$ cat src/rtl/config_frame_writer_if.sv
// Bitstream stream and latch-array bus of the configuration frame writer.
// The master side feeds bitstream words; the slave side is the writer itself.
interface config_frame_writer_if #(
    parameter int FRAME_BITS         = 32,
    parameter int FRAME_SELECT_WIDTH = 20
);
    logic [FRAME_BITS-1:0]         WordIn;
    logic                          WordValid;
    logic                          WordReady;
    logic [FRAME_BITS-1:0]         FrameData;
    logic [FRAME_SELECT_WIDTH-1:0] FrameStrobe;
    logic                          Busy;
    logic                          FrameDone;
    logic                          ConfigError;

    modport master (
        output WordIn, WordValid,
        input  WordReady, FrameData, FrameStrobe, Busy, FrameDone, ConfigError
    );

    modport slave (
        input  WordIn, WordValid,
        output WordReady, FrameData, FrameStrobe, Busy, FrameDone, ConfigError
    );
endinterface

$ cat src/rtl/config_frame_writer.sv
// Configuration frame writer for one fabric tile column.
// Hunts for a sync word, decodes frame headers, and writes each data word to
// the latch array with a setup cycle, a multi-cycle one-hot strobe and a hold
// cycle so latch enables never move while FrameData is changing.
module config_frame_writer #(
    parameter int                    FRAME_BITS         = 32,
    parameter int                    FRAME_SELECT_WIDTH = 20,
    parameter int                    STROBE_CYCLES      = 2,
    parameter logic [FRAME_BITS-1:0] SYNC_WORD          = 32'hFAB0_FAB1,
    parameter logic [FRAME_BITS-1:0] DESYNC_WORD        = 32'hFAB0_FAB0
) (
    input logic                  CLK,
    input logic                  RST,
    config_frame_writer_if.slave bus
);

    typedef enum logic [2:0] {
        IDLE,
        HEADER,
        DATA_WAIT,
        SETUP,
        STROBE,
        HOLD
    } state_t;

    localparam logic [3:0] STROBE_LAST = 4'(STROBE_CYCLES - 1);
    localparam logic [FRAME_SELECT_WIDTH-1:0] STROBE_LSB =
        {{(FRAME_SELECT_WIDTH-1){1'b0}}, 1'b1};

    state_t                        state;
    logic [FRAME_BITS-1:0]         frame_data;
    logic [FRAME_SELECT_WIDTH-1:0] frame_strobe;
    logic                          frame_done;
    logic                          config_error;
    logic [7:0]                    idx;
    logic [7:0]                    remaining;
    logic [3:0]                    strobe_cnt;

    logic                          word_ready;
    logic                          accept;
    logic [7:0]                    hdr_start;
    logic [7:0]                    hdr_count;
    logic [8:0]                    hdr_end;
    logic                          hdr_bad;

    assign word_ready = !RST && (state == IDLE || state == HEADER || state == DATA_WAIT);
    assign accept     = bus.WordValid && word_ready;

    // Header fields; the end row is computed one bit wider so it cannot wrap.
    assign hdr_start = bus.WordIn[15:8];
    assign hdr_count = bus.WordIn[7:0];
    assign hdr_end   = {1'b0, hdr_start} + {1'b0, hdr_count};
    assign hdr_bad   = (hdr_count == 8'd0) || (hdr_end > 9'(FRAME_SELECT_WIDTH));

    // Frame-writing state machine; all latch-facing outputs are registered here.
    always_ff @(posedge CLK) begin
        if (RST) begin
            state        <= IDLE;
            frame_data   <= '0;
            frame_strobe <= '0;
            frame_done   <= 1'b0;
            config_error <= 1'b0;
            idx          <= 8'd0;
            remaining    <= 8'd0;
            strobe_cnt   <= 4'd0;
        end else begin
            frame_done <= 1'b0;
            case (state)
                IDLE: begin
                    if (accept && bus.WordIn == SYNC_WORD) begin
                        config_error <= 1'b0;
                        state        <= HEADER;
                    end
                end
                HEADER: begin
                    if (accept) begin
                        if (bus.WordIn == DESYNC_WORD) begin
                            state <= IDLE;
                        end else if (hdr_bad) begin
                            config_error <= 1'b1;
                            state        <= IDLE;
                        end else begin
                            idx       <= hdr_start;
                            remaining <= hdr_count;
                            state     <= DATA_WAIT;
                        end
                    end
                end
                DATA_WAIT: begin
                    if (accept) begin
                        frame_data <= bus.WordIn;
                        state      <= SETUP;
                    end
                end
                SETUP: begin
                    frame_strobe <= STROBE_LSB << idx;
                    strobe_cnt   <= 4'd0;
                    state        <= STROBE;
                end
                STROBE: begin
                    if (strobe_cnt == STROBE_LAST) begin
                        frame_strobe <= '0;
                        state        <= HOLD;
                    end else begin
                        strobe_cnt <= strobe_cnt + 4'd1;
                    end
                end
                HOLD: begin
                    frame_done <= 1'b1;
                    idx        <= idx + 8'd1;
                    remaining  <= remaining - 8'd1;
                    state      <= (remaining == 8'd1) ? HEADER : DATA_WAIT;
                end
                default: begin
                    frame_strobe <= '0;
                    state        <= IDLE;
                end
            endcase
        end
    end

    assign bus.WordReady   = word_ready;
    assign bus.FrameData   = frame_data;
    assign bus.FrameStrobe = frame_strobe;
    assign bus.Busy        = !RST && (state != IDLE);
    assign bus.FrameDone   = frame_done;
    assign bus.ConfigError = config_error;

endmodule

$ cat src/flat_wrapper.sv
// flat-port wrapper written by rule: the top's interface ports become plain ports
module config_frame_writer_flat 
#(
    parameter int                    FRAME_BITS         = 32,
    parameter int                    FRAME_SELECT_WIDTH = 20,
    parameter int                    STROBE_CYCLES      = 2,
    parameter logic [FRAME_BITS-1:0] SYNC_WORD          = 32'hFAB0_FAB1,
    parameter logic [FRAME_BITS-1:0] DESYNC_WORD        = 32'hFAB0_FAB0
)
  (CLK, RST, bus_WordIn, bus_WordValid, bus_WordReady, bus_FrameData, bus_FrameStrobe, bus_Busy, bus_FrameDone, bus_ConfigError);
  config_frame_writer_if #(.FRAME_BITS(FRAME_BITS), .FRAME_SELECT_WIDTH(FRAME_SELECT_WIDTH)) bus_i ();
  input logic CLK;
  input logic RST;
  input wire logic [$bits(bus_i.WordIn)-1:0] bus_WordIn;
  input wire logic [$bits(bus_i.WordValid)-1:0] bus_WordValid;
  output wire logic [$bits(bus_i.WordReady)-1:0] bus_WordReady;
  output wire logic [$bits(bus_i.FrameData)-1:0] bus_FrameData;
  output wire logic [$bits(bus_i.FrameStrobe)-1:0] bus_FrameStrobe;
  output wire logic [$bits(bus_i.Busy)-1:0] bus_Busy;
  output wire logic [$bits(bus_i.FrameDone)-1:0] bus_FrameDone;
  output wire logic [$bits(bus_i.ConfigError)-1:0] bus_ConfigError;
  assign bus_i.WordIn = bus_WordIn;
  assign bus_i.WordValid = bus_WordValid;
  assign bus_WordReady = bus_i.WordReady;
  assign bus_FrameData = bus_i.FrameData;
  assign bus_FrameStrobe = bus_i.FrameStrobe;
  assign bus_Busy = bus_i.Busy;
  assign bus_FrameDone = bus_i.FrameDone;
  assign bus_ConfigError = bus_i.ConfigError;
  config_frame_writer #(.FRAME_BITS(FRAME_BITS), .FRAME_SELECT_WIDTH(FRAME_SELECT_WIDTH), .STROBE_CYCLES(STROBE_CYCLES), .SYNC_WORD(SYNC_WORD), .DESYNC_WORD(DESYNC_WORD)) u_core (.CLK(CLK), .RST(RST), .bus(bus_i));
endmodule
$ cat config.mk
export PLATFORM = sky130hd
export DESIGN_NAME = config_frame_writer_flat
export DESIGN_NICKNAME = d
export VERILOG_FILES = /design/src/rtl/config_frame_writer_if.sv /design/src/rtl/config_frame_writer.sv /design/src/flat_wrapper.sv
export SDC_FILE = /design/constraint.sdc
export NUM_CORES = 1
export LEC_CHECK = 0
export CORE_ASPECT_RATIO = 1.4
export CORE_MARGIN = 5
export CORE_UTILIZATION = 45
export CTS_BUF_LIST = sky130_fd_sc_hd__clkbuf_4 sky130_fd_sc_hd__clkbuf_8
export DETAILED_ROUTE_END_ITERATION = 10
export PLACE_DENSITY_LB_ADDON = 0.2
export SLEW_MARGIN = 40
export SYNTH_ARGS = -nofsm -noshare
export SYNTH_HDL_FRONTEND = slang
export SYNTH_SLANG_ARGS = --single-unit
$ cat constraint.sdc
create_clock -name CLK -period 7 [get_ports CLK]
set_input_delay 1.4 -clock CLK [delete_from_list [all_inputs] [get_ports CLK]]
set_output_delay 1.4 -clock CLK [all_outputs]
set_load 0.01 [all_outputs]
==> impl_results.md, run 1 <==
- Outcome: complete, no violations
- Register bit total from synthesis: 77
- Starting Density: between 40% and 50%
- IO buf count: 90
- Via density: 5.64
- RSZ-0062 raised after global routing: false
- Post-Syn Nets: about 520
- Initial DRC count: 246
- R2R Path Start: u_core.state[0]
- Max VDD drop: 0.000117 V
- Seq/Total Area, Yosys: about two fifths
- CTS root buf: clkbuf_8
- Layout cells sized above 1: under 10%
- Power, Total: 0.867 mW
- Min Tclk post-route: between 4 and 5 ns
- Post-synth EDFFs: 0
- Post-CTS sizing: 0
- Hold path startpoint: u_core.bus.FrameData[2]
- Residual DRC: 0
- Vias: about 3,700
- Share of the synthesized area in the top cell type: between 30% and 40%
- Clock Skews: 0.00783 ns
- Endpoint class of the critical path: output port
- Actual slew at the worst max-slew pin: roughly 0.73 ns
- Synth top area cells: dfxtp_1, nand2_1, a21oi_1
- Core box area: 0.00851 mm^2
- Initial antenna violation count: 0
- Crit path from: RST
- Clk_lat worst skew: 0.35 ns
- Setup TNS: 0 ns
- Remaining global-route overflow: 0
- Layout Cells excl Fill: 657
- Worst setup SP type: primary input
- GRT Total Usage: between 20% and 30%
- Area Overhead vs Synth: 28.6%
- WL final: 10,900 um
- Pin count of the biggest net entering global routing: 66
- Leakage: 1.75 nW
- Endpoints failing hold: 0
- Ys Warns: 0
- Critical Path AT: 2.73 ns
- Clock sink total: 77
- Pre-CTS setup slack: 2.47 ns
- Final ANT Viol Nets: 0
- # nets final: slightly below 600
- Final period util: around three fifths
- Post-Syn Area: 0.00389 mm^2
- CTS max path bufs: 2
- Chip Width: 88.6 um
- Diode count: 0
- Cell Rows: 40
- Filler cells: 823
- Worst path required time: 5.60 ns
- Yosys cell types: 64
- Cell taking the most area after synthesis: dfxtp_1
- Clock transition at path regs: 0.08 ns
- Cells after Synth: between 400 and 500
- Wire length per cell: 16.7 um
- Number of setup buffers added after CTS: 0
- Commonest register cell after synthesis: dfxtp_1
- F_max: 242 MHz
- Count leader, synth: nand2_1
- Max_slew headroom: roughly half
- Endpoints failing setup: 0
- Worst Path Max Fanout: 65
- 1st-pass router iterations: 4
- Cell Area, Placed: 0.00480 mm^2
- Final WS setup: 2.87 ns
- CTS HTree Levels: 3
- Final instance area: 0.00500 mm^2
- Max_cap viols: 0
- GP Congestion: between 0.8 and 0.9
- Io pins: just over 90
- Placed cell count: 642
- Hold-fix buffers, CTS: 0
- Footprint of the multi-input gates: ~0.0022 mm^2
- Syn avg cell area: 8.19 um^2
- First-pass GRT wire length: 18,000 um
- TritonCTS Buffers: 9
- Number of global-route vias before repair: 3,583
- DIE AREA: 0.0106 mm^2
- Worst Hold Class: reg -> reg
- Setup CP Type: in -> out
- Reg area: approximately 0.0015 mm^2
- Async SR Flop Fraction: 0%
- Max Slew Vio Count: 0
- Pwr per Cell Area: 173 mW/mm^2
- Synth top cells by count: nand2_1, dfxtp_1, nor2_1
- CTS tree: built
- Die height: between 100 and 150 um
- HPWL Detailed: approximately 7900 um
worst paths after layout:
kind                                   to  slack, ns  cells after the start
setup / recovery            bus_WordReady       2.87                      4
hold reg to reg   u_core.bus.FrameData[2]       0.46                      2
hold / removal    u_core.bus.FrameData[2]       0.46                      2
setup reg to reg            u_core.idx[7]       4.42                      5
cells by family after synthesis:
logic type,after synthesis,synth area share (%)
adders and majority gates,14,4.70
muxes,3,0.772
DFF,77,39.6
buffers and inverters,48,5.37
AOI/OAI and AO/OA,117,22.1
and+or+nand+nor,212,26.5
xor gates and xnor gates,4,0.901
registers in the layout, indices dropped and copies added, names as in the netlist:
signal,count
u_core.bus.ConfigError,1
u_core.bus.FrameData,32
u_core.bus.FrameDone,1
u_core.bus.FrameStrobe,20
u_core.idx,8
u_core.remaining,8
u_core.state,3
u_core.strobe_cnt,4
critical path: stages:
cell and delay, ns:
buf_2 0.10, buf_4 0.33, a211oi_2 0.31, clkdlybuf4s50_1 0.59
area by class of cell:
| class | count | area share, % |
|---|---|---|
| sequential | 77 | 30.8 |
| multi-input combinational | 350 | 43.1 |
| clock buffer | 11 | 2.90 |
| clock inverter | 4 | 0.975 |
| inverter | 18 | 1.35 |
| tap | 105 | 2.63 |
| timing repair buffer | 92 | 18.2 |
metal layers:
metal  track usage (%)  share of wire, %  vias to the layer above
li1                  -                 -                     1862
met1              27.3                43                     1740
met2              35.5                51                       94
met3              4.88               4.9                       10
met4              6.99               1.5                        0
met5                 0                 0                        -
where the power goes:
group	leakage [nW]	switching, mW	internal [mW]
sequential	0.620	0.000621	0.438
combinational	1.03	0.0495	0.0418
clock	0.103	0.161	0.176
total	1.75	0.211	0.656
stage by stage:
stage / util (%) / hold slack (ns)
after global placement: 56.4 / 0.441
after global routing: 58.8 / 0.468
after CTS: 58.7 / 0.457
final: 58.8 / 0.455
after detailed placement: 56.4 / 0.446
after floorplan: - / 0.460
placed cells by master, fill, tap and decap left out, types with 3 or more instances in the layout:
cell	instances
o22ai_1	12
or3_1	4
nand2_1	88
nand3_1	7
clkbuf_8	10
nor3_1	17
a21o_1	3
and3_1	3
nand4_1	6
nor2_1	49
a32o_1	11
dfxtp_1	76
clkdlybuf4s50_1	89
a22oi_1	20
mux2i_1	3
a21oi_1	37
inv_1	18
ha_1	13
o21ai_0	4
nor3b_1	4
nand2b_1	6
Note: power is estimated with default switching activity, not from simulation.
==> inputs of run 2 (changes only) <==
==> constraint.sdc (replaced) <==
create_clock -name CLK -period 3.6 [get_ports CLK]
set_input_delay 0.72 -clock CLK [delete_from_list [all_inputs] [get_ports CLK]]
set_output_delay 0.72 -clock CLK [all_outputs]
set_load 0.01 [all_outputs]
==> run 2 against run 1 <==
Cell count grew 1.5%. Clock skew rose by 0.0023 ns. First-iteration DRC count is 20% lower. Setup slack worse by 2.5 ns. Die area stayed put. Flip-flop and latch count unchanged. Via count up 1.5%. Total power grew 94%. Non-clock buffer count increased by 9. Utilization increased by 0.76 points. Register-to-register slack got worse by 3.2 ns. Count of clock-buffer cells in the layout is 1 lower. Largest cell class unchanged.
==> impl_results.md, run 2 (synthesis gave the netlist of run 1 again) <==
- Outcome: complete, no violations
- Clock transition at path regs: 0.08 ns
- Final WS setup: 0.323 ns
- Clk_lat worst skew: 0.34 ns
- Final instance area: 0.00507 mm^2
- Most common cell after layout, fill and taps aside: clkdlybuf4s50_1
- Cell Area, Placed: 0.00487 mm^2
- Worst path required time: 3.88 ns
- Worst Hold Class: reg -> reg
- Cell Rows: 40
- Post-CTS sizing: 0
- Diode count: 0
- Pre-CTS setup slack: -0.0224 ns
- Sw Share: 24.6%
- F_max: 305 MHz
- Residual DRC: 0
- TritonCTS Buffers: 9
- Core box area: 0.00851 mm^2
- Pin count of the biggest net entering global routing: 64
- Endpoints failing setup: 0
- Number of setup buffers added after CTS: 0
- R2R Path Start: u_core.state[2]
- CTS max path bufs: 2
- Leakage: 1.79 nW
- FF-to-FF End: u_core.idx[2]
- GP Congestion: 0.896
- Wire length per cell: 16.1 um
- Part of the power in registers: between 50% and 60%
- Clock sink total: 77
- Clock power share: 38.2%
- Hold path startpoint: u_core.bus.FrameData[31]
- Clock Skews: 0.0101 ns
- R2R setup slack: 1.27 ns
- Min-Delay Endpoint: u_core.bus.FrameData[31]
- Vias: roughly 3,800
- Worst Path Max Fanout: 11
- Internal Power: between 1 and 1.5 mW
- Remaining global-route overflow: 0
- IO buf count: 90
- Max VDD drop: around 0.00023 V
- Final period util: 91.0%
- Area Overhead vs Synth: 30.3%
- Number of global-route vias before repair: ~3,700
- Most frequent cells in the layout: clkdlybuf4s50_1, nand2_1, dfxtp_1, nor2_1, a21oi_1
- Endpoints failing hold: 0
- CTS root buf: clkbuf_8
- RSZ-0062 raised after global routing: false
- HPWL Detailed: 7940 um
- Layout cells sized above 1: under 10%
- Max_slew headroom: 50.4%
- Min Tclk post-route: 3.28 ns
- Starting Density: 45.7%
- DIE AREA: between 0.01 and 0.015 mm^2
- Endpoint class of the critical path: flip-flop
- Worst r2r path cells: 7
- GRT Total Usage: 20.6%
- 1st-pass router iterations: 4
- Worst setup SP type: primary input
- CTS tree: built
- CTS HTree Levels: 3
- Max_cap viols: 0
- WL final: between 10,000 and 15,000 um
- Via density: around 5.6
- Io pins: 91
- Hold path depth: 2
- Die height: between 100 and 150 um
- Setup CP Type: in -> reg
- Max reg flops: 32
- Critical Path AT: 3.56 ns
- Pwr per Cell Area: 331 mW/mm^2
- Final ANT Viol Nets: 0
- Initial antenna violation count: 0
- # nets final: 606
- Net Sw Power: 0.414 mW
- Logic pwr share: 11.0%
- Hold-fix buffers, CTS: 0
- First-pass GRT wire length: 17,300 um
- Crit path from: bus_WordIn[0]
- Chip Width: 88.6 um
- Max Slew Vio Count: 0
- Actual slew at the worst max-slew pin: 0.740 ns
- Initial DRC count: 197
==> run 2: changes by cell type in the layout (fill, tap and decap cells not counted), sizes merged <==
cell	before	now
clkbuf	11	10
buf	3	12
clkinvlp	0	2
==> run 2: how the worst max path moves through the flow <==
stage	end	cells after the start	slack [ns]
finish	u_core.idx[2]	10	0.32
global route	u_core.idx[2]	10	0.19
CTS	u_core.remaining[3]	10	0.32
detailed placement	u_core.remaining[3]	10	-0.02
global placement	u_core.idx[6]	10	0.04
floorplan	u_core.idx[3]	10	0.60
==> run 2: metrics by stage <==
stage / power (mW) / instances / hold slack (ns) / util [%] / TNS [ns]
finish: 1.68 / 667 / 0.454 / 59.6 / 0
global route: 1.75 / 667 / 0.479 / 59.6 / 0
CTS: 1.70 / 667 / 0.458 / 59.5 / 0
detailed placement: 1.06 / 651 / 0.447 / 57.2 / -0.165
global placement: 1.05 / 651 / 0.442 / 57.2 / 0
floorplan: 0.978 / 475 / 0.460 / - / 0
==> run 2: power by group through the flow <==
stage                     sequential [mW]  combinational [mW]  clock (mW)
after floorplan                     0.873               0.105           0
after global placement              0.873               0.179           0
after detailed placement            0.873               0.183           0
after CTS                           0.853               0.184       0.663
after global routing                0.854               0.201       0.697
final                               0.853               0.185       0.642
==> run 2: final cells by class <==
class / count / area, um^2
fillers: 798 / 3440
multi-input cells: 350 / 2150
flip-flops and latches: 77 / 1540
repair buffers: 101 / 978
clock buffers: 10 / 131
well taps: 105 / 131
inverters: 18 / 67.6
clock inverters: 6 / 63.8
==> run 2: critical path, stage by stage <==
cell and delay, ns:
clkdlybuf4s50_1 0.43, ha_1 0.26, fa_1 0.39, a21o_1 0.19
a21o_1 0.22, and4b_1 0.24, nor4_4 0.22, nand4_2 0.20
o21ai_1 0.45, a32o_1 0.22
==> run 2: per-layer routing <==
metal  GRT usage [%]  wire [um]  vias up
li1                -          -     1865
met1            24.4       4410     1760
met2            34.2       5370      100
met3            4.12        505       35
met4            10.8        473        0
met5               0          0        -
==> inputs of run 3 (changes only) <==
--- a/config.mk
+++ b/config.mk
@@ -8,7 +8,6 @@
 export CORE_ASPECT_RATIO = 1.4
 export CORE_MARGIN = 5
 export CORE_UTILIZATION = 45
-export CTS_BUF_LIST = sky130_fd_sc_hd__clkbuf_4 sky130_fd_sc_hd__clkbuf_8
 export DETAILED_ROUTE_END_ITERATION = 10
 export PLACE_DENSITY_LB_ADDON = 0.2
 export SLEW_MARGIN = 40
==> run 3 against run 2 <==
Final area grew 1.9%. Non-clock buffer count unchanged. First-iteration DRC count grew 39%. Largest cell class unchanged. Sequential share of layout area is 0.58 points lower. Combinational power hardly changed. Die area unchanged. Sequential power barely moved. Fmax down 0.84%. Clock power rose by 37%. Highest routed layer unchanged. Total power increased by 14%. Flip-flop and latch count did not move. Utilization grew 1.1 points. Critical endpoint is now u_core.remaining[3].
==> impl_results.md, run 3 (synthesis gave the netlist of run 1 again) <==
- Worst path required time: 3.87 ns
- First-pass GRT wire length: approximately 17,000 um
- Outcome: complete, no violations
- Clk_lat worst skew: 0.33 ns
- Die height: 120 um
- Hold path startpoint: u_core.bus.FrameData[31]
- # nets final: ~610
- R2R setup slack: 1.22 ns
- Slowest stage delay, CP: 0.46 ns
- Worst r2r path cells: 7
- GR Util met3: 3.71%
- Number of global-route vias before repair: around 3,700
- GRT Total Usage: 20.7%
- Endpoint class of the critical path: flip-flop
- CP most frequent cell: a21o_1
- Final Util: 60.7%
- Max reg flops: 32
- Worst Hold Class: reg -> reg
- CTS max path bufs: 2
- Number of setup buffers added after CTS: 0
- Most common cell after layout, fill and taps aside: clkdlybuf4s50_1
- Cell Rows: 40
- Clock Skews: around 0.0066 ns
- RSZ-0062 raised after global routing: false
- CTS root buf: clkbuf_16
- Via density: 5.65
- Most frequent cells in the layout: clkdlybuf4s50_1, nand2_1, dfxtp_1, nor2_1, a21oi_1
- Hold-fix buffers, CTS: 0
- Min Tclk post-route: 3.30 ns
- Leakage: 1.83 nW
- Pwr per Cell Area: 372 mW/mm^2
- Most Crowded Layer GR: met2
- TritonCTS Buffers: 9
- Cell Area, Placed: 0.00487 mm^2
- Final period util: ~92%
- Starting Density: 45.7%
- Chip Width: 88.6 um
- 1st-pass router iterations: 4
- Vias: 3,770
- DIE AREA: 0.0106 mm^2
- Max_cap viols: 0
- F_max: ~300 MHz
- CP top delay family: compound AO/OA/AOI/OAI gates
- Remaining global-route overflow: 0
- Layout cells sized above 1: 8.01%
- Actual slew at the worst max-slew pin: roughly 0.75 ns
- M1 GR Usage: approximately a quarter
- Max_slew headroom: roughly half
- Endpoints failing hold: 0
- Pin count of the biggest net entering global routing: 64
- R2R Path Start: u_core.state[2]
- WL final: around 11,000 um
- WP buf/inv: 1
- Crit-path slowest cell: o21ai_1
- Setup TNS: 0 ns
- CTS HTree Levels: 3
- Clock transition at path regs: 0.06 ns
- Filler cells: 780
- Hold path depth: 2
- Final instance area: 0.00516 mm^2
- Initial DRC count: 274
- Max Slew Vio Count: 0
- Residual DRC: 0
- Met2 usage: ~34%
- Area Overhead vs Synth: 32.8%
- Post-CTS sizing: 0
- Min-Delay Endpoint: u_core.bus.FrameData[31]
- Core box area: 0.00851 mm^2
- Io pins: 91
- Max VDD drop: 0.000252 V
- GP Congestion: 0.896
- IO buf count: 90
- Final ANT Viol Nets: 0
- Initial antenna violation count: 0
- HPWL Detailed: just under 8000 um
- CP cell instances: clkdlybuf4s50_1, ha_1, fa_1, a21o_1, a21o_1, and4b_1, nor4_4, nand4_2, o21ai_1, a32o_1
- CTS tree: built
- Diode count: 0
- Worst Path Max Fanout: 11
- Setup CP Type: in -> reg
- Clock sink total: 77
- FF-to-FF End: u_core.remaining[3]
- Critical Path AT: 3.57 ns
- Worst setup SP type: primary input
- Endpoints failing setup: 0
- Wire length per cell: 16.3 um
-- run 3: cell counts in the layout (fill, tap and decap cells not counted) --
Identical to the previous run, type by type.
-- run 3: worst register-to-register path: stages (launching register included) --
cell      delay, ns
dfxtp_2        0.47
a211oi_2       0.33
and2_1         0.31
o31ai_4        0.14
nor3_2         0.20
nand4_2        0.18
o21ai_1        0.46
a32o_1         0.23
-- run 3: final cells by class --
class	count	area (um^2)	share of cell area, %
repair buffers	101	978	18.9
well taps	105	131	2.54
multi-input cells	350	2150	41.7
clock buffers	10	229	4.43
flip-flops and latches	77	1540	29.9
inverters	18	67.6	1.31
clock inverters	6	63.8	1.24
-- run 3: metal layers --
metal  share of wire, %  up-vias
li1                   -     1871
met1                 41     1750
met2                 50      114
met3                4.8       35
met4                4.3        0
met5                  0        -
-- run 3: how the worst max path moves through the flow --
| stage | startpoint | endpoint | slack (ns) | depth (start not counted) |
|---|---|---|---|---|
| finish | bus_WordIn[0] | u_core.remaining[3] | 0.30 | 10 |
| global placement | bus_WordIn[0] | u_core.idx[6] | 0.04 | 10 |
| detailed placement | bus_WordIn[0] | u_core.remaining[3] | -0.02 | 10 |
| global route | bus_WordIn[0] | u_core.idx[2] | 0.17 | 10 |
| floorplan | bus_WordIn[0] | u_core.idx[3] | 0.60 | 10 |
| CTS | bus_WordIn[0] | u_core.remaining[3] | 0.30 | 10 |
-- run 3: report_power, final --
group | leakage, nW | internal [mW] | switching (mW)
clock network | 0.138 | 0.535 | 0.345
logic | 1.07 | 0.0873 | 0.0977
registers | 0.620 | 0.853 | 0.00126
-- run 3: through the flow --
step	cells	worst slack, ns	hold slack (ns)	total power [mW]
after CTS	667	0.300	0.455	1.94
after floorplan	475	0.601	0.460	0.978
after global routing	667	0.172	0.475	1.99
final	667	0.296	0.451	1.92
after global placement	651	0.0360	0.442	1.05
after detailed placement	651	-0.0224	0.447	1.06
==> RTL edit 1 (config.mk and constraints of run 2) <==
`FRAME_SELECT_WIDTH` is set to 20 in 3 places; all go to 18.
--- a/src/rtl/config_frame_writer_if.sv
+++ b/src/rtl/config_frame_writer_if.sv
@@ -2,7 +2,7 @@
 // The master side feeds bitstream words; the slave side is the writer itself.
 interface config_frame_writer_if #(
     parameter int FRAME_BITS         = 32,
-    parameter int FRAME_SELECT_WIDTH = 20
+    parameter int FRAME_SELECT_WIDTH = 18
 );
     logic [FRAME_BITS-1:0]         WordIn;
     logic                          WordValid;
--- a/src/rtl/config_frame_writer.sv
+++ b/src/rtl/config_frame_writer.sv
@@ -4,7 +4,7 @@
 // cycle so latch enables never move while FrameData is changing.
 module config_frame_writer #(
     parameter int                    FRAME_BITS         = 32,
-    parameter int                    FRAME_SELECT_WIDTH = 20,
+    parameter int                    FRAME_SELECT_WIDTH = 18,
     parameter int                    STROBE_CYCLES      = 2,
     parameter logic [FRAME_BITS-1:0] SYNC_WORD          = 32'hFAB0_FAB1,
     parameter logic [FRAME_BITS-1:0] DESYNC_WORD        = 32'hFAB0_FAB0
--- a/src/flat_wrapper.sv
+++ b/src/flat_wrapper.sv
@@ -2,7 +2,7 @@
 module config_frame_writer_flat 
 #(
     parameter int                    FRAME_BITS         = 32,
-    parameter int                    FRAME_SELECT_WIDTH = 20,
+    parameter int                    FRAME_SELECT_WIDTH = 18,
     parameter int                    STROBE_CYCLES      = 2,
     parameter logic [FRAME_BITS-1:0] SYNC_WORD          = 32'hFAB0_FAB1,
     parameter logic [FRAME_BITS-1:0] DESYNC_WORD        = 32'hFAB0_FAB0
Ports: changed (resized bus_FrameStrobe); port bits go from 91 to 89. The function was not compared with the original's and may differ.
==> RTL edit 1 against run 2 <==
Sequential cell count shrank 2. Setup slack gained 0.10 ns. Critical endpoint is now u_core.remaining[2]. Total power shrank 1.2%. Synthesized area shrank 4.1%. Register-to-register slack lost 0.03 ns. Critical path type unchanged. Design area shrank 3.7%. Wire length shrank 1.9%. Combinational power shrank 14%.
==> RTL edit 1: results <==
[outcome]
outcome = "finished, final reports clean"

[sta]
relSlewSlack_pct = 48.3
fin_worst_hold_slack_ns = 0.454
clock_skew_ns = 0.00886

[placed_design]
finalWeightedCongestion = 0.930
place_ws_ns = 0.0704
placed_area_um2 = 4680
placed_cells_incl_taps = 637
place.port_buffers = 88
dp_hpwl_um = 7780

[synth]
synthDistinctLibCells = 63
yosys-mux-area-fraction_pct = 1.14
synth.net_count = 515
synth_adder_area_share_pct = 4.90
synth_area_leaders = "dfxtp_1 (40%), nand2_1 (9.1%), a21oi_1 (6.6%)"
synth_xor_xnor_area_share_pct = 1.17
synth-compound-area-share_pct = 20.5
postSynthAreaPerCell_um2 = 8.00

[power]
swShare_pct = 24.3
irDropWorstVdd_mv = 0.216

[global_route]
largest_net_degree_at_the_start_of_global_routing = 60
wire_length_of_the_first_global_routing_pass_um = 17100
gr-usage-all-layers_pct = 21.1

[worst_setup_path]
cp.arrival_ns = 3.43
worst_reg_to_reg_setup_slack_ns = 1.24
cp_delay_by_family_top = "simple AND/OR/NAND/NOR gates"
timing.reg2reg.worst_path_depth = 6
crit_slowest_cell = "clkdlybuf4s50_1"

[finish]
drive_above_1_share_pct = 7.62
fillers = 743

[routing]
detail_route.iter0.violations = 212
wire_per_inst_um = 16.2
drt_first_pass_iters = 5
via_total_after_detailed_routing = 3734
route.detailed.vias_per_inst = 5.72
-- RTL edit 1: worst max-delay path by stage --
stage             startpoint             endpoint  cells after the start
6_report       bus_WordIn[8]  u_core.remaining[2]                     11
5_1_grt        bus_WordIn[8]  u_core.remaining[2]                     11
4_1_cts        bus_WordIn[8]  u_core.remaining[2]                     11
3_5_place_dp   bus_WordIn[8]  u_core.remaining[2]                     11
3_3_place_gp   bus_WordIn[8]  u_core.remaining[2]                     11
2_1_floorplan  bus_WordIn[0]  u_core.remaining[2]                     10
-- RTL edit 1: cell type report --
type / instances / area (um2) / share of cell area [%]
clock buffers: 12 / 153 / 3.13
clock inverters: 4 / 50.0 / 1.03
inverters: 16 / 60.1 / 1.23
multi-input cells: 350 / 2070 / 42.4
flip-flops and latches: 75 / 1500 / 30.8
well taps: 102 / 128 / 2.62
repair buffers: 94 / 921 / 18.9
-- RTL edit 1: power groups by stage --
stage	Clock, mW	Sequential, mW	Combinational (mW)
after floorplan	0	0.851	0.0826
after global placement	0	0.851	0.154
after detailed placement	0	0.851	0.157
after CTS	0.688	0.831	0.158
after global routing	0.728	0.832	0.175
final	0.670	0.831	0.159
-- RTL edit 1: per-layer routing --
layer / global-route usage [%] / vias to the layer above / part of all wire, %
met5: 0 / - / 0
met4: 10.7 / 0 / 2.7
met3: 6.02 / 28 / 7.9
met2: 34.4 / 139 / 49
met1: 24.6 / 1733 / 41
li1: - / 1834 / -
-- RTL edit 1: tightest hold or removal path: cells and delay by family, from the launching register on --
kind,cells,cell delay (ns)
AO/OA/AOI/OAI,1,0.05
flip-flops,1,0.31
AND/OR/NAND/NOR,1,0.05
==> RTL edit 2 (settings of run 2) <==
Made on the original files. Encoding of `state_t`: now one-hot (6 bits for 6 states).
--- a/src/rtl/config_frame_writer.sv
+++ b/src/rtl/config_frame_writer.sv
@@ -14,13 +14,13 @@
     config_frame_writer_if.slave bus
 );
 
-    typedef enum logic [2:0] {
-        IDLE,
-        HEADER,
-        DATA_WAIT,
-        SETUP,
-        STROBE,
-        HOLD
+    typedef enum logic [5:0] {
+        IDLE      = 6'b000001,
+        HEADER    = 6'b000010,
+        DATA_WAIT = 6'b000100,
+        SETUP     = 6'b001000,
+        STROBE    = 6'b010000,
+        HOLD      = 6'b100000
     } state_t;
 
     localparam logic [3:0] STROBE_LAST = 4'(STROBE_CYCLES - 1);
Function: same outputs for any inputs over 4 cycles, from zero or initial values and one cycle with RST high; so few cycles prove little.
==> RTL edit 2 against run 2 <==
Setup slack worse by 0.29 ns. Cell count is 6.9% higher. Hold slack better by 0.0010 ns. Critical path type unchanged. Sequential share of layout area is 0.81 points lower. Total power is 15% higher. Wire length is 0.33% higher. Synthesized area is 2.0% higher. Clock power is 5.6% higher. Global-route usage is 0.23 points lower. Combinational power is 91% higher. Maximum frequency is 8.0% lower. Design area is 6.6% higher. Sequential cell count is 3 higher.
==> RTL edit 2: results <==
[outcome]
outcome = "finished, final reports clean"

[routing]
detail_route.iter0.violations = 230
post_detailed_routing_wire_length_um = 10800
route.detailed.vias_per_inst = 5.56
drc = 0

[power]
irDropWorstVdd_mv = 0.243
p_leak_nw = 2.01

[finish]
fillers = 763
final_net_count = 653
drive_above_1_share_pct = 11.7

[sta]
clock_skew_ns = 0.00876
relSlewSlack_pct = 52.0

[worst_setup_path]
cp_max_fo = 3
cp.arrival_ns = 3.82

[placed_design]
finalWeightedCongestion = 0.798
placed_area_um2 = 5180
place_ws_ns = -0.553

[synth]
ys_dominant_reg_cell = "dfxtp_1"
synthDistinctLibCells = 61
synthTopCellsByCount = "dfxtp_1 (80), nand2_1 (79), a21oi_1 (55)"
synth_area_leaders = "dfxtp_1 (40%), nand2_1 (7.5%), a21oi_1 (6.9%)"
synth.net_count = 539
synth-seq-area-share_pct = 40.4

[worst_hold_path]
worst_hold_path_type = "reg2reg"

[global_route]
met2_track_demand_over_resource_in_global_routing_pct = 34.0
gr_util_met3_pct = 4.62
largest_net_degree_at_the_start_of_global_routing = 49
gr-usage-all-layers_pct = 20.3
use_met1_pct = 24.7
number_of_global_route_vias_before_repair = 3718
wire_length_of_the_first_global_routing_pass_um = 17600

[clock_network]
worstSkewPairLatency_ns = 0.36
RTL edit 2: cell types whose count changed after synthesis, sizes merged, moves of 4 or more:
cell   change
nand3      +6
a32o      -11
o21ai      +5
o22ai     -11
a31oi      +6
nor3       -9
mux2i      +6
a21oi     +18
inv        -4
nor4b      +5
nor2       +4
nand4      -5
nand2      -8
RTL edit 2: cell families after synthesis:
kind of cell | Yosys count | share of synthesized area (%)
and+or+nand+nor | 212 | 26.5
buffers and inverters | 43 | 4.51
muxes | 10 | 2.56
adders and majority gates | 14 | 4.61
xor gates and xnor gates | 9 | 1.99
AOI/OAI and AO/OA | 122 | 19.5
DFF | 80 | 40.4
RTL edit 2: final cells by class:
class	count	area [um2]	area share (%)
clock inverter	4	52.6	0.972
clock buffer	11	145	2.69
multi-input combinational	367	2210	40.9
inverter	14	52.6	0.972
sequential	80	1600	29.6
tap	105	131	2.43
timing repair buffer	132	1210	22.4
RTL edit 2: where the power goes:
part | internal (mW) | switching [mW]
combinational | 0.169 | 0.185
sequential | 0.893 | 0.0108
clock | 0.347 | 0.331
RTL edit 2: final timing paths:
kind,start,to,slack (ns),cells after the start
hold reg to reg,u_core.bus.FrameData[14],u_core.bus.FrameData[14],0.45,2
hold / removal,u_core.bus.FrameData[14],u_core.bus.FrameData[14],0.45,2
setup reg to reg,u_core.state[4],u_core.idx[0],0.84,7
setup / recovery,bus_WordIn[0],u_core.remaining[0],0.04,11
RTL edit 2: per-stage QoR:
| stage | total power, mW | utilization (%) | hold slack [ns] | std cells |
|---|---|---|---|---|
| detailed placement | 1.27 | 60.2 | 0.447 | 697 |
| CTS | 1.95 | 62.6 | 0.457 | 712 |
| finish | 1.94 | 62.8 | 0.455 | 713 |
| global placement | 1.26 | 60.2 | 0.442 | 697 |
| floorplan | 1.11 | - | 0.458 | 490 |
| global route | 2.02 | 62.8 | 0.475 | 713 |
RTL edit 2: worst max-delay path, cell delays in order:
cell and delay (ns):
clkdlybuf4s50_1 0.44, ha_2 0.22, fa_1 0.38, a211o_1 0.33
o211ai_1 0.12, mux2_2 0.39, nor4_4 0.14, buf_4 0.15
or4bb_1 0.42, o31a_1 0.26, o221a_2 0.26
RTL edit 2: metal layers:
metal	vias to the layer above	routed length (um)
met5	-	0
met4	0	253
met3	19	604
met2	104	5490
met1	1871	4450
li1	1971	-
RTL edit 2: what timing repair did:
item	4_1_cts	5_1_grt
buffers inserted	0	1
pin swaps	1	0
gates resized for setup	2	1
cloned	0	0
setup endpoints to repair	10	1
endpoints found under the hold margin	0	0
